[config.mk]
export PLATFORM = sky130hd
export DESIGN_NAME = divider_scheduler
export DESIGN_NICKNAME = d
export VERILOG_FILES = /design/src/rtl/divider_scheduler.sv
export SDC_FILE = /design/constraint.sdc
export NUM_CORES = 1
export LEC_CHECK = 0
export ABC_CLOCK_PERIOD_IN_PS = 7500
export BUFFER_PORTS_ARGS = -buffer_cell sky130_fd_sc_hd__buf_2
export CAP_MARGIN = 15
export CORE_AREA = 2 2 79 81
export CTS_BUF_LIST = sky130_fd_sc_hd__clkbuf_16
export DETAILED_ROUTE_END_ITERATION = 6
export DIE_AREA = 0 0 81 83
export GPL_TIMING_DRIVEN = 0
export PLACE_DENSITY = 0.95
export SLEW_MARGIN = 20
export SYNTH_ARGS = -nofsm -noshare
export SYNTH_HDL_FRONTEND = slang
export SYNTH_SLANG_ARGS = --single-unit
[constraint.sdc]
create_clock -name Clk -period 7.5 [get_ports Clk]
set_input_delay 0.375 -clock Clk [delete_from_list [all_inputs] [get_ports Clk]]
set_output_delay 0.375 -clock Clk [all_outputs]
set_load 0.02 [all_outputs]
[src/rtl/divider_scheduler.sv]
// Round-robin front end sharing one iterative 8-bit divider among N_REQ requesters.
// Gnt one cycle after arbitration; response held on RspValid until the owner's RspAck.
module divider_scheduler #(
  parameter int N_REQ = 4
) (
  input  logic               Clk,
  input  logic               Reset_n,
  input  logic [N_REQ-1:0]   Req,
  input  logic [N_REQ*8-1:0] ReqX,
  input  logic [N_REQ*8-1:0] ReqY,
  output logic [N_REQ-1:0]   Gnt,
  output logic [N_REQ-1:0]   RspValid,
  output logic [7:0]         RspQuo,
  output logic [7:0]         RspRem,
  output logic               RspErr,
  input  logic [N_REQ-1:0]   RspAck,
  input  logic               Scen,
  output logic [7:0]         div_Xin,
  output logic [7:0]         div_Yin,
  output logic               div_Start,
  output logic               div_Ack,
  output logic               div_SCEN,
  input  logic               div_Done,
  input  logic [7:0]         div_Quotient,
  input  logic [7:0]         div_Remainder
);
  localparam int IW = $clog2(N_REQ);

  typedef enum logic [4:0] {
    S_IDLE   = 5'b00001,
    S_LAUNCH = 5'b00010,
    S_WAIT   = 5'b00100,
    S_ACK    = 5'b01000,
    S_RESP   = 5'b10000
  } state_t;

  state_t           r_state, w_state;
  logic [IW-1:0]    r_last, w_last, r_id, w_id, w_win;
  logic             w_any;
  logic [7:0]       r_x, w_x, r_y, w_y, w_req_x, w_req_y;
  logic [7:0]       r_quo, w_quo, r_rem, w_rem;
  logic             r_err, w_err, r_start, w_start, r_ack, w_ack;
  logic [N_REQ-1:0] r_gnt, w_gnt, r_vld, w_vld, w_win_oh, w_id_oh;

  // Smallest rotation distance from the last winner wins; descending k lets it overwrite.
  always_comb begin
    w_any = 1'b0;
    w_win = r_last;
    for (int k = N_REQ; k >= 1; k--) begin
      for (int i = 0; i < N_REQ; i++) begin
        if (Req[i] && (i == (int'(r_last) + k) % N_REQ)) begin
          w_any = 1'b1;
          w_win = IW'(i);
        end
      end
    end
  end

  always_comb begin
    w_req_x = 8'h00;
    w_req_y = 8'h00;
    for (int i = 0; i < N_REQ; i++) begin
      if (w_win == IW'(i)) begin
        w_req_x = ReqX[8*i +: 8];
        w_req_y = ReqY[8*i +: 8];
      end
    end
  end

  assign w_win_oh = N_REQ'(1) << w_win;
  assign w_id_oh  = N_REQ'(1) << r_id;

  always_comb begin
    w_state = r_state;
    w_last  = r_last;
    w_id    = r_id;
    w_x     = r_x;
    w_y     = r_y;
    w_quo   = r_quo;
    w_rem   = r_rem;
    w_err   = r_err;
    w_gnt   = '0;
    w_vld   = r_vld;
    w_start = 1'b0;
    w_ack   = 1'b0;
    case (r_state)
      S_IDLE: begin
        if (w_any) begin
          w_last = w_win;
          w_id   = w_win;
          w_x    = w_req_x;
          w_y    = w_req_y;
          w_gnt  = w_win_oh;
          // A zero divisor would never let the divider finish, so answer it here.
          if (w_req_y == 8'h00) begin
            w_state = S_RESP;
            w_quo   = 8'hFF;
            w_rem   = w_req_x;
            w_err   = 1'b1;
            w_vld   = w_win_oh;
          end else begin
            w_state = S_LAUNCH;
            w_start = 1'b1;
          end
        end
      end
      S_LAUNCH: w_state = S_WAIT;
      S_WAIT: begin
        if (div_Done) begin
          w_state = S_ACK;
          w_quo   = div_Quotient;
          w_rem   = div_Remainder;
          w_err   = 1'b0;
          w_ack   = 1'b1;
        end
      end
      S_ACK: begin
        w_state = S_RESP;
        w_vld   = w_id_oh;
      end
      S_RESP: begin
        if (|(RspAck & r_vld)) begin
          w_state = S_IDLE;
          w_vld   = '0;
        end
      end
      default: begin
        w_state = S_IDLE;
        w_vld   = '0;
      end
    endcase
  end

  always_ff @(posedge Clk or negedge Reset_n) begin
    if (!Reset_n) begin
      r_state <= S_IDLE;
      r_last  <= IW'(N_REQ - 1);
      r_id    <= '0;
      r_x     <= 8'h00;
      r_y     <= 8'h00;
      r_quo   <= 8'h00;
      r_rem   <= 8'h00;
      r_err   <= 1'b0;
      r_gnt   <= '0;
      r_vld   <= '0;
      r_start <= 1'b0;
      r_ack   <= 1'b0;
    end else begin
      r_state <= w_state;
      r_last  <= w_last;
      r_id    <= w_id;
      r_x     <= w_x;
      r_y     <= w_y;
      r_quo   <= w_quo;
      r_rem   <= w_rem;
      r_err   <= w_err;
      r_gnt   <= w_gnt;
      r_vld   <= w_vld;
      r_start <= w_start;
      r_ack   <= w_ack;
    end
  end

  assign Gnt       = r_gnt;
  assign RspValid  = r_vld;
  assign RspQuo    = r_quo;
  assign RspRem    = r_rem;
  assign RspErr    = r_err;
  assign div_Xin   = r_x;
  assign div_Yin   = r_y;
  assign div_Start = r_start;
  assign div_Ack   = r_ack;
  assign div_SCEN  = Scen;

endmodule

Word level (Yosys, flattened, before mapping) --
Cells that the tools add are included.
Storage, ports and cells: bits in registers 52, latch bits 0, bits in writable memories 0, memory bits (read-only) 0, input bits 92, output and inout port bits 44, word-level logic and storage cells 149, memories 0
Cells by class: $add $sub $neg 4, $mul 0, div/mod/pow operators 0, order comparisons 0, equality and inequality tests 24, shift operators 2, mux-type cells 68, bitwise operators 6, reduce and logical (&&, ||, !) cells 33
Operators by type and width (number):
- $logic_not A32 Y1 | 4
- $mux W8 | 14
- $mux W2 | 16
- $pmux W8 S2 | 2
- $pmux W5 S5 | 1
- $eq A3 B3 Y1 const A | 8
- $mux W1 | 24
- $mux W4 | 5
- $mux W5 | 4
- $logic_and A1 B1 Y1 | 16
- $pmux W4 S4 | 1
- $eq A2 B3 Y1 const A | 4
- $reduce_or A2 Y1 | 5
- $logic_not A8 Y1 | 1
- $ne A2 B2 Y1 const B | 4
- $reduce_and A4 Y1 | 2
- $shl A1 B2 Y4 const A | 2
- $eq A5 B1 Y1 const B | 1
- $eq A5 B2 Y1 const B | 1
- $eq A5 B3 Y1 const B | 1
- $eq A5 B4 Y1 const B | 1
- $eq A5 B5 Y1 const B | 1
- $add A2 B1 Y2 const B | 2
- $add A2 B2 Y2 const B | 2
- 11 further kinds | 15

Logic depth before layout (Yosys ltp) --
Gate-level depths: netlist of run 1.
depth after elaboration 30, mapped depth 13

Worst setup path before layout of run 1 --
No wires, ideal clock.
kind reg2reg, start reg r_last[0], end reg r_vld[3], in the netlist RspValid[3], library setup time 0.126 ns, arrival time 2.553 ns, path slack 4.820 ns, cell stages (with the launch flop) 12, cells stage by stage dfstp_2 > nand2b_1 > a21oi_1 > a211oi_2 > mux2_2 > a22oi_1 > and4_1 > and4_1 > buf_6 > buf_12 > a21oi_2 > o32a_1
On the way: word-level cells in the longest chain between the ends 29
RTL lines:
- start, declared | line 38 | logic [IW-1:0] r_last, w_last, r_id, w_id, w_win;
- start signal, assigned | line 137 | r_last <= IW'(N_REQ - 1);
- start signal, assigned | line 150 | r_last <= w_last;
- $add A2 B1 Y2 | line 51 | if (Req[i] && (i == (int'(r_last) + k) % N_REQ)) begin
- $reduce_or A2 Y1 (no source line)
- $and A1 B1 Y1 (no source line)
- $logic_not A32 Y1 | line 51
- $logic_and A1 B1 Y1 | line 51
- $mux W2 (16 in series) | line 51
- $logic_not A2 Y1 | line 63 | if (w_win == IW'(i)) begin
- $mux W8 (4 in series) | line 63
- $logic_not A8 Y1 | line 95 | if (w_req_y == 8'h00) begin
- $ne A2 B2 Y1 (no source line)
- $reduce_and A4 Y1 (no source line)
- end signal, assigned | line 158 | r_vld <= w_vld;
- end, declared | line 43 | logic [N_REQ-1:0] r_gnt, w_gnt, r_vld, w_vld, w_win_oh, w_id_oh;
Several ways; a longest one is shown, not always the timed one. The select of a mux whose other input is x is not followed. A chain may end at the register's enable or synchronous reset.

Worst setup path in the final report of run 1 --
start reg r_last[1], end reg r_rem[3], in the netlist RspRem[3]
On the way: word-level cells in the longest chain between the ends 29
RTL lines:
- $add A2 B1 Y2 | line 51
- $reduce_or A2 Y1 (no source line)
- $and A1 B1 Y1 (no source line)
- $logic_not A32 Y1 | line 51
- $logic_and A1 B1 Y1 | line 51
- $mux W2 (16 in series) | line 51
- $logic_not A2 Y1 | line 63
- $mux W8 (4 in series) | line 63
- $logic_not A8 Y1 or $mux W8 (tied branches) | line 95
- $ne A2 B2 Y1 (no source line) or $mux W8 (tied branches)
- $reduce_and A4 Y1 (no source line) or $pmux W8 S2 (tied branches)
- end signal, assigned | line 155 | r_rem <= w_rem;
- end, declared | line 41 | logic [7:0] r_quo, w_quo, r_rem, w_rem;
Several ways; a longest one is shown, not always the timed one. The select of a mux whose other input is x is not followed.

==> summary.txt, run 1 <==
Placement
  – Placer Congestion: 0.905
  – # port buffers: 134
  – Pre-CTS setup slack: 4410 ps
  – Hpwl dp: 6710 µm
  – Cell Area, Placed: 3700 µm²

Synth
  – Syn Std Cell Area: 2940 µm²
  – Syn Inst Count: 328
  – Synth Warn #: 0
  – #FFs+latches synth: 52
  – EDFF count, synth: 0
  – Library cells used by synthesis: 58
  – Syn_area_per_cell: 8.95 µm²
  – Register area share after synthesis: 44.4%
  – Fraction of registers with async set/reset: 100%
  – Synth area leaders: dfrtp_1 42%, nand2_1 6.6%, nor2_1 4.5%, mux2_2 4.2%, a21oi_1 3.4%
  – Synth Flop Type: dfrtp_1
  – Yosys top cell by area: dfrtp_1
  – Post-synth top area share: 41.8%
  – Syn nets: 420

Clocking
  – CTS sink cnt: 52
  – H-Tree Depth: 2
  – TritonCTS clock tree: yes
  – Worst-skew pair later-pin latency: 290 ps
  – Clock transition at path regs: 70 ps
  – Root Driver: clkbuf_16
  – CTS buffer count: 5
  – CTS resizes: 0
  – Post-CTS Setup Bufs: 0
  – Cts hold-fix bufs: 0
  – Maximum clock insertion buffer count: 2

Global routing
  – Top Usage Layer GRT: met2
  – Initial antenna violation count: 0
  – Grt ovf: 0
  – Routing usage on met1: 34.6%
  – Global Route met3 Usage: 4.89%
  – Largest net degree at the start of global routing: 53
  – Gr usage total: 27.2%
  – First-pass GRT wire length: 14500 µm
  – Vias in the first global route: 3107
  – GR Util met2: 45.6%

STA
  – Max-slew headroom: 56.6%
  – Setup WS post-layout: 4440 ps
  – RSZ-0062 raised after global routing: false
  – Max Clk Rate: 327 MHz
  – Period utilisation layout: 40.8%
  – Clk_skew: 3.89 ps
  – Final Max Tran Viols: 0
  – Worst slew pin tran: 651 ps
  – Setup_tns: 0 ps
  – Min Clock Period, post-route: 3060 ps
  – Final hold vios: 0
  – Hold WS: 97.5 ps
  – Final setup vio count: 0

Pwr
  – Worst ir drop on vdd: 0.325 mV
  – Internal: 0.000948 W
  – Combinational share of power: 57.1%
  – Leakage: 1.93 nW
  – Sw Pwr: 0.000796 W
  – Switching Share: 45.6%
  – PwrDens: 451 nW/µm²
  – Sequential Power Share: 28.3%
  – Power share of the clock group: 14.6%

Layout
  – Area Growth Syn to Fin: 31.7%
  – Nets: 561
  – Antenna diodes: 0
  – Sequential cell area: 1310 µm²
  – Share of layout cells above drive strength 1: 37.4%
  – Finished Core Util: 66.5%
  – Area of the multi-input gates: 1440 µm²
  – Fin area: 3870 µm²
  – Fill cells: 482

Setup path
  – Worst Setup End Kind: flop
  – CP cell instances: buf_2, nor3b_1, nor3_2, buf_4, buf_2, mux2_2, a222oi_1, o21ai_0, a32oi_1, o21ai_0
  – Worst Path Required: 7660 ps
  – Top delay family on crit path: compound AO/OA/AOI/OAI gates
  – CP max stage delay: 570 ps
  – Crit path buffers/inverters: 3
  – Slowest CP cell: dfstp_2
  – Arrival time at the worst endpoint: 3230 ps
  – Crit start category: flop
  – Crit Path Class: flop to flop
  – Max Fanout on Critical Path: 10

Drt
  – Wirelength per Cell: 16.3 µm
  – Drt first pass iters: 6
  – Routed Antenna Nets: 0
  – Detailed Route Iter0 Violations: 292
  – Vias: 3179
  – Routed vias/inst: 5.83
  – # DRC: 0
  – Routed WL: 8880 µm

Floorplan
  – Io pins: 136
  – Die ar.: 6720 µm²
  – Starting Density: 50.5%
  – Row count: 28
  – Core area: 5820 µm²
  – Die X: 81 µm
  – Die H: 83 µm

Worst hold path
  – Hold Crit Class: primary input to async pin

Outcome
  – Status: finished clean

Run
  – Max-cap violations: 0
state kept, by name (all words and copies together) (netlist names):
register / cells
div_Yin: 8
div_Ack: 1
RspQuo: 8
r_last: 2
r_state: 5
Gnt: 4
RspRem: 8
RspValid: 4
div_Xin: 8
RspErr: 1
div_Start: 1
r_id: 2
cell type report:
type / count / share of cell area, %
Inverter: 17 / 1.78
Tap cell: 75 / 2.43
Clock inverter: 3 / 1.00
Timing Repair Buffer: 134 / 17.4
Buffer: 22 / 3.30
Multi-Input combinational cell: 237 / 37.1
Clock buffer: 5 / 3.24
Sequential cell: 52 / 33.7
layout by cell type, fill, tap and decap left out, types with 8 or more instances in the layout:
cell type	n
a32oi_1	8
buf_2	138
o21ai_0	18
inv_1	14
nand2_1	52
a21oi_1	20
nand3_1	11
nor2_1	35
clkbuf_1	11
dfrtp_1	49
a222oi_1	10
mux2_2	11
power groups by stage:
stage,combinational [W],clock (W),sequential [W]
2_1_floorplan,0.000561,0,0.000615
3_3_place_gp,0.000950,0,0.000488
3_5_place_dp,0.000984,0,0.000494
4_1_cts,0.000987,0.000255,0.000493
5_1_grt,0.00108,0.000267,0.000508
6_report,0.000995,0.000254,0.000494
synth_stat cells (all sizes together), types with 2 or more instances:
cell type	count
nor4	2
nor3	6
inv	15
o21bai	2
and3	3
a2bb2oi	2
o21a	3
nand3	11
clkinv	2
nor3b	3
dfrtp	49
nor2	35
a21o	2
o221ai	2
o32a	3
nand2	52
a222oi	10
o21ai	22
dfstp	3
a22oi	4
mux2	13
a32oi	8
a21oi	21
a31oi	7
mux2i	2
nand2b	4
clkbuf	11
and4	2
buf	11
a211oi	3
through the flow:
step | power (W) | instances
after floorplan | 0.00118 | 328
after global placement | 0.00144 | 537
after detailed placement | 0.00148 | 537
after CTS | 0.00173 | 545
after global routing | 0.00186 | 545
final | 0.00174 | 545
routing by layer:
metal,vias up,share of wire (%)
li1,1469,-
met1,1500,39
met2,190,50
met3,20,9.0
met4,0,1.9
met5,-,0
kinds of logic after synthesis:
group                     after synthesis  share of synthesized area (%)
AOI/OAI and AO/OA                      97                           23.7
xor gates and xnor gates                1                          0.298
buffers and inverters                  39                           6.69
DFF                                    52                           44.4
muxes                                  15                           5.79
and+or+nand+nor                       124                           19.1
final timing paths:
check | startpoint | end | slack (ps) | cells after the start
worst max-delay path | r_last[1]$_DFFE_PN1P_ | RspRem[3]$_DFFE_PN0P_ | 4440 | 10
max in group asynchronous | Reset_n | div_Yin[3]$_DFFE_PN0P_ | 6950 | 1
worst min-delay path | Reset_n | RspQuo[6]$_DFFE_PN0P_ | 100 | 1
worst max register to register | r_last[1]$_DFFE_PN1P_ | RspRem[3]$_DFFE_PN0P_ | 4440 | 10
min in group Clk | div_Quotient[7] | RspQuo[7]$_DFFE_PN0P_ | 290 | 3
worst min register to register | div_Yin[3]$_DFFE_PN0P_ | div_Yin[3]$_DFFE_PN0P_ | 480 | 2
Power figures use the tool's default switching activity.
==> inputs of run 2 (changes only) <==
ABC_AREA = 1   (was unset)
ABC_CLOCK_PERIOD_IN_PS = 2800   (was 7500)
CORE_AREA = 2 2 87 89   (was 2 2 79 81)
DIE_AREA = 0 0 89 91   (was 0 0 81 83)
PLACE_DENSITY = 0.88   (was 0.95)
clock period = 2.8 ns   (was 7.5 ns; I/O delays follow)
==> run 2 against run 1 <==
Via count increased by 9.6%. Clock power grew 130%. Utilization fell by 6.6 points. Critical path depth grew 9. First-iteration DRC count shrank 19%. Synthesized cell count is 27% higher. Sequential share of layout area fell by 3.2 points. Flip-flop and latch count did not move. Final cell count rose by 24%. Setup slack got worse by 4400 ps. Critical path type unchanged.
==> summary.txt, run 2 <==
Placement
  – Cell Area, Placed: 3800 µm²
  – # port buffers: 134
  – Pre-CTS setup slack: 22.3 ps
  – Placer Congestion: 0.861
  – Hpwl dp: 6830 µm
  – Placed cell count: 650

Pwr
  – Post-layout power: 0.00678 W
  – PwrDens: 1590 nW/µm²
  – Leakage: 2.37 nW
  – Worst ir drop on vdd: 0.619 mV

Drt
  – Vias: 3483
  – Detailed Route Iter0 Violations: 236
  – Drt first pass iters: 5
  – Routed Antenna Nets: 0
  – Wirelength per Cell: 14.3 µm
  – Routed vias/inst: 5.14
  – # DRC: 0
  – Routed WL: 9690 µm

Setup path
  – Worst Path Required: 2980 ps
  – Slowest CP cell: dfstp_2
  – Crit start category: flop
  – Max Fanout on Critical Path: 7
  – Crit-path most repeated cell: nand2_1
  – Reg2reg end: RspQuo[0]$_DFFE_PN0P_
  – CP cell instances: inv_1, nor2_1, nand2_1, nand3_1, nand3_2, a31oi_4, buf_6, nand3_1, nand2_1, nor2_1, nor2_2, nand2_2, nor2_4, nand2_4, nand2_8, nand2_8, clkbuf_16, nand2_2, nand2_1
  – R2r setup slk: 40 ps
  – Arrival time at the worst endpoint: 2930 ps
  – Reg-to-reg startpoint: r_last[1]$_DFFE_PN1P_
  – Crit Path Class: flop to flop
  – Worst Setup End Kind: flop
  – CP Launch Point: r_last[1]$_DFFE_PN1P_
  – CP max stage delay: 590 ps
  – Worst R2R Path Depth: 19

Clocking
  – CTS sink cnt: 52
  – Maximum clock insertion buffer count: 2
  – TritonCTS clock tree: yes
  – H-Tree Depth: 2
  – Root Driver: clkbuf_16
  – Clock transition at path regs: 60 ps
  – CTS buffer count: 5
  – Worst-skew pair later-pin latency: 290 ps

Synth
  – Post-synth top area share: 40.8%
  – Syn Std Cell Area: 3010 µm²
  – Syn Inst Count: 417
  – Synth Flop Type: dfrtp_1
  – Synth Warn #: 0
  – #FFs+latches synth: 52
  – Count leader, synth: nand2_1
  – Syn_area_per_cell: 7.21 µm²
  – EDFF count, synth: 0
  – Synth area leaders: dfrtp_1 41%, nand2_1 22%, nand3_1 6.8%, nor2_1 4.5%, nand4_1 3.7%
  – Library cells used by synthesis: 31
  – Synth top cells by count: 178 x nand2_1, 49 x dfrtp_1, 41 x nand3_1
  – Fraction of registers with async set/reset: 100%
  – Register area share after synthesis: 43.4%
  – Syn nets: 509
  – Yosys top cell by area: dfrtp_1

Layout
  – Share of layout cells above drive strength 1: 39.3%
  – Sequential cell area: 1310 µm²
  – Commonest cells after routing, fill and taps aside: 163 x nand2_1, 134 x buf_2, 49 x dfrtp_1, 36 x nand3_1, 26 x nor2_1
  – Nets: 669
  – Area of the multi-input gates: 1650 µm²
  – Antenna diodes: 0
  – Fin cells: 677
  – Commonest non-fill, non-tap cell in the layout: nand2_1
  – Area Growth Syn to Fin: 42.0%
  – Fill cells: 613
  – Fin area: 4270 µm²

Floorplan
  – Die X: 89 µm
  – Core area: 7140 µm²
  – Starting Density: 42.1%
  – Die ar.: 8100 µm²
  – Row count: 31
  – Io pins: 136
  – Die H: 91 µm

Worst hold path
  – Hold Crit Class: primary input to flop
  – Hold endpoint: r_state[2]$_DFFE_PN0P_
  – Cell count of the worst hold path: 4
  – Min-delay src: div_Done

STA
  – Final hold vios: 0
  – Final Max Tran Viols: 0
  – Min Clock Period, post-route: 2760 ps
  – Setup WS post-layout: 42.8 ps
  – Period utilisation layout: 98.5%
  – Worst slew pin tran: 1110 ps
  – Max-slew headroom: 25.1%
  – Max Clk Rate: 363 MHz
  – RSZ-0062 raised after global routing: true
  – Clk_skew: 2.55 ps
  – Final setup vio count: 0

Global routing
  – Largest net degree at the start of global routing: 53
  – Gr usage total: 22.7%
  – Vias in the first global route: 3247
  – Grt ovf: 0
  – Initial antenna violation count: 0
  – First-pass GRT wire length: 14600 µm

Outcome
  – Status: finished clean

Run
  – Max-cap violations: 0
[run 2: critical path: cells and delay by family (launching register included)]
family,cells,cell delay [ps]
buffers and inverters,3,410
AOI/OAI and AO/OA,1,290
and+or+nand+nor,15,1340
DFF,1,590
[run 2: timing repair]
item,4_1_cts,5_1_grt
setup endpoints to repair,1,31
hold buffers,0,1
gates resized for setup,1,46
setup buffers,0,16
pin swaps,0,21
cloned,0,2
hold endpoints to repair,0,49
[run 2: per-layer routing]
metal	track usage [%]	routed length, µm	up-vias
li1	-	-	1661
met1	28.8	3910	1639
met2	38.2	4950	148
met3	4.00	520	35
met4	8.08	307	0
met5	0	0	-
[run 2: worst max path at each step]
stage	end	slack, ps	cells past startpoint
CTS	RspRem[2]$_DFFE_PN0P_	9	20
global route	RspQuo[2]$_DFFE_PN0P_	-110	25
finish	RspQuo[0]$_DFFE_PN0P_	40	19
global placement	RspQuo[1]$_DFFE_PN0P_	110	19
floorplan	RspErr$_DFFE_PN0P_	410	19
detailed placement	RspRem[2]$_DFFE_PN0P_	20	20
[run 2: through the flow]
step / util [%] / hold slack (ps) / TNS [ps]
after global placement: 53.3 / 404 / 0
after detailed placement: 53.3 / 435 / 0
after global routing: 59.9 / 163 / -1580
after floorplan: - / -156 / 0
after CTS: 55.2 / 131 / 0
final: 59.9 / 165 / 0
[run 2: area by class of cell]
type                       count  share of cell area, %
buffer                        14                   2.49
clock buffer                   5                   2.93
clock inverter                 3                  0.264
inverter                      28                   2.58
multi-input combinational    324                   38.7
sequential                    52                   30.6
tap                           99                   2.90
timing repair buffer         152                   19.6
[run 2: logic make-up (layout without fill, tap and decap cells)]
kind of cell    Yosys count  in the layout  share of synthesized area (%)
compound gates           22             22                           4.62
simple gates            301            302                           45.3
flops                    52             52                           43.4
buf+inv                  42            202                           6.74
[run 2: where the power goes]
| part | switching, W | total [W] | internal (W) | leakage (nW) |
|---|---|---|---|---|
| Clock | 0.000262 | 0.000584 | 0.000322 | 0.0701 |
| Combinational | 0.00304 | 0.00482 | 0.00179 | 1.65 |
| Sequential | 0.000230 | 0.00138 | 0.00115 | 0.649 |
| Total | 0.00353 | 0.00678 | 0.00326 | 2.37 |
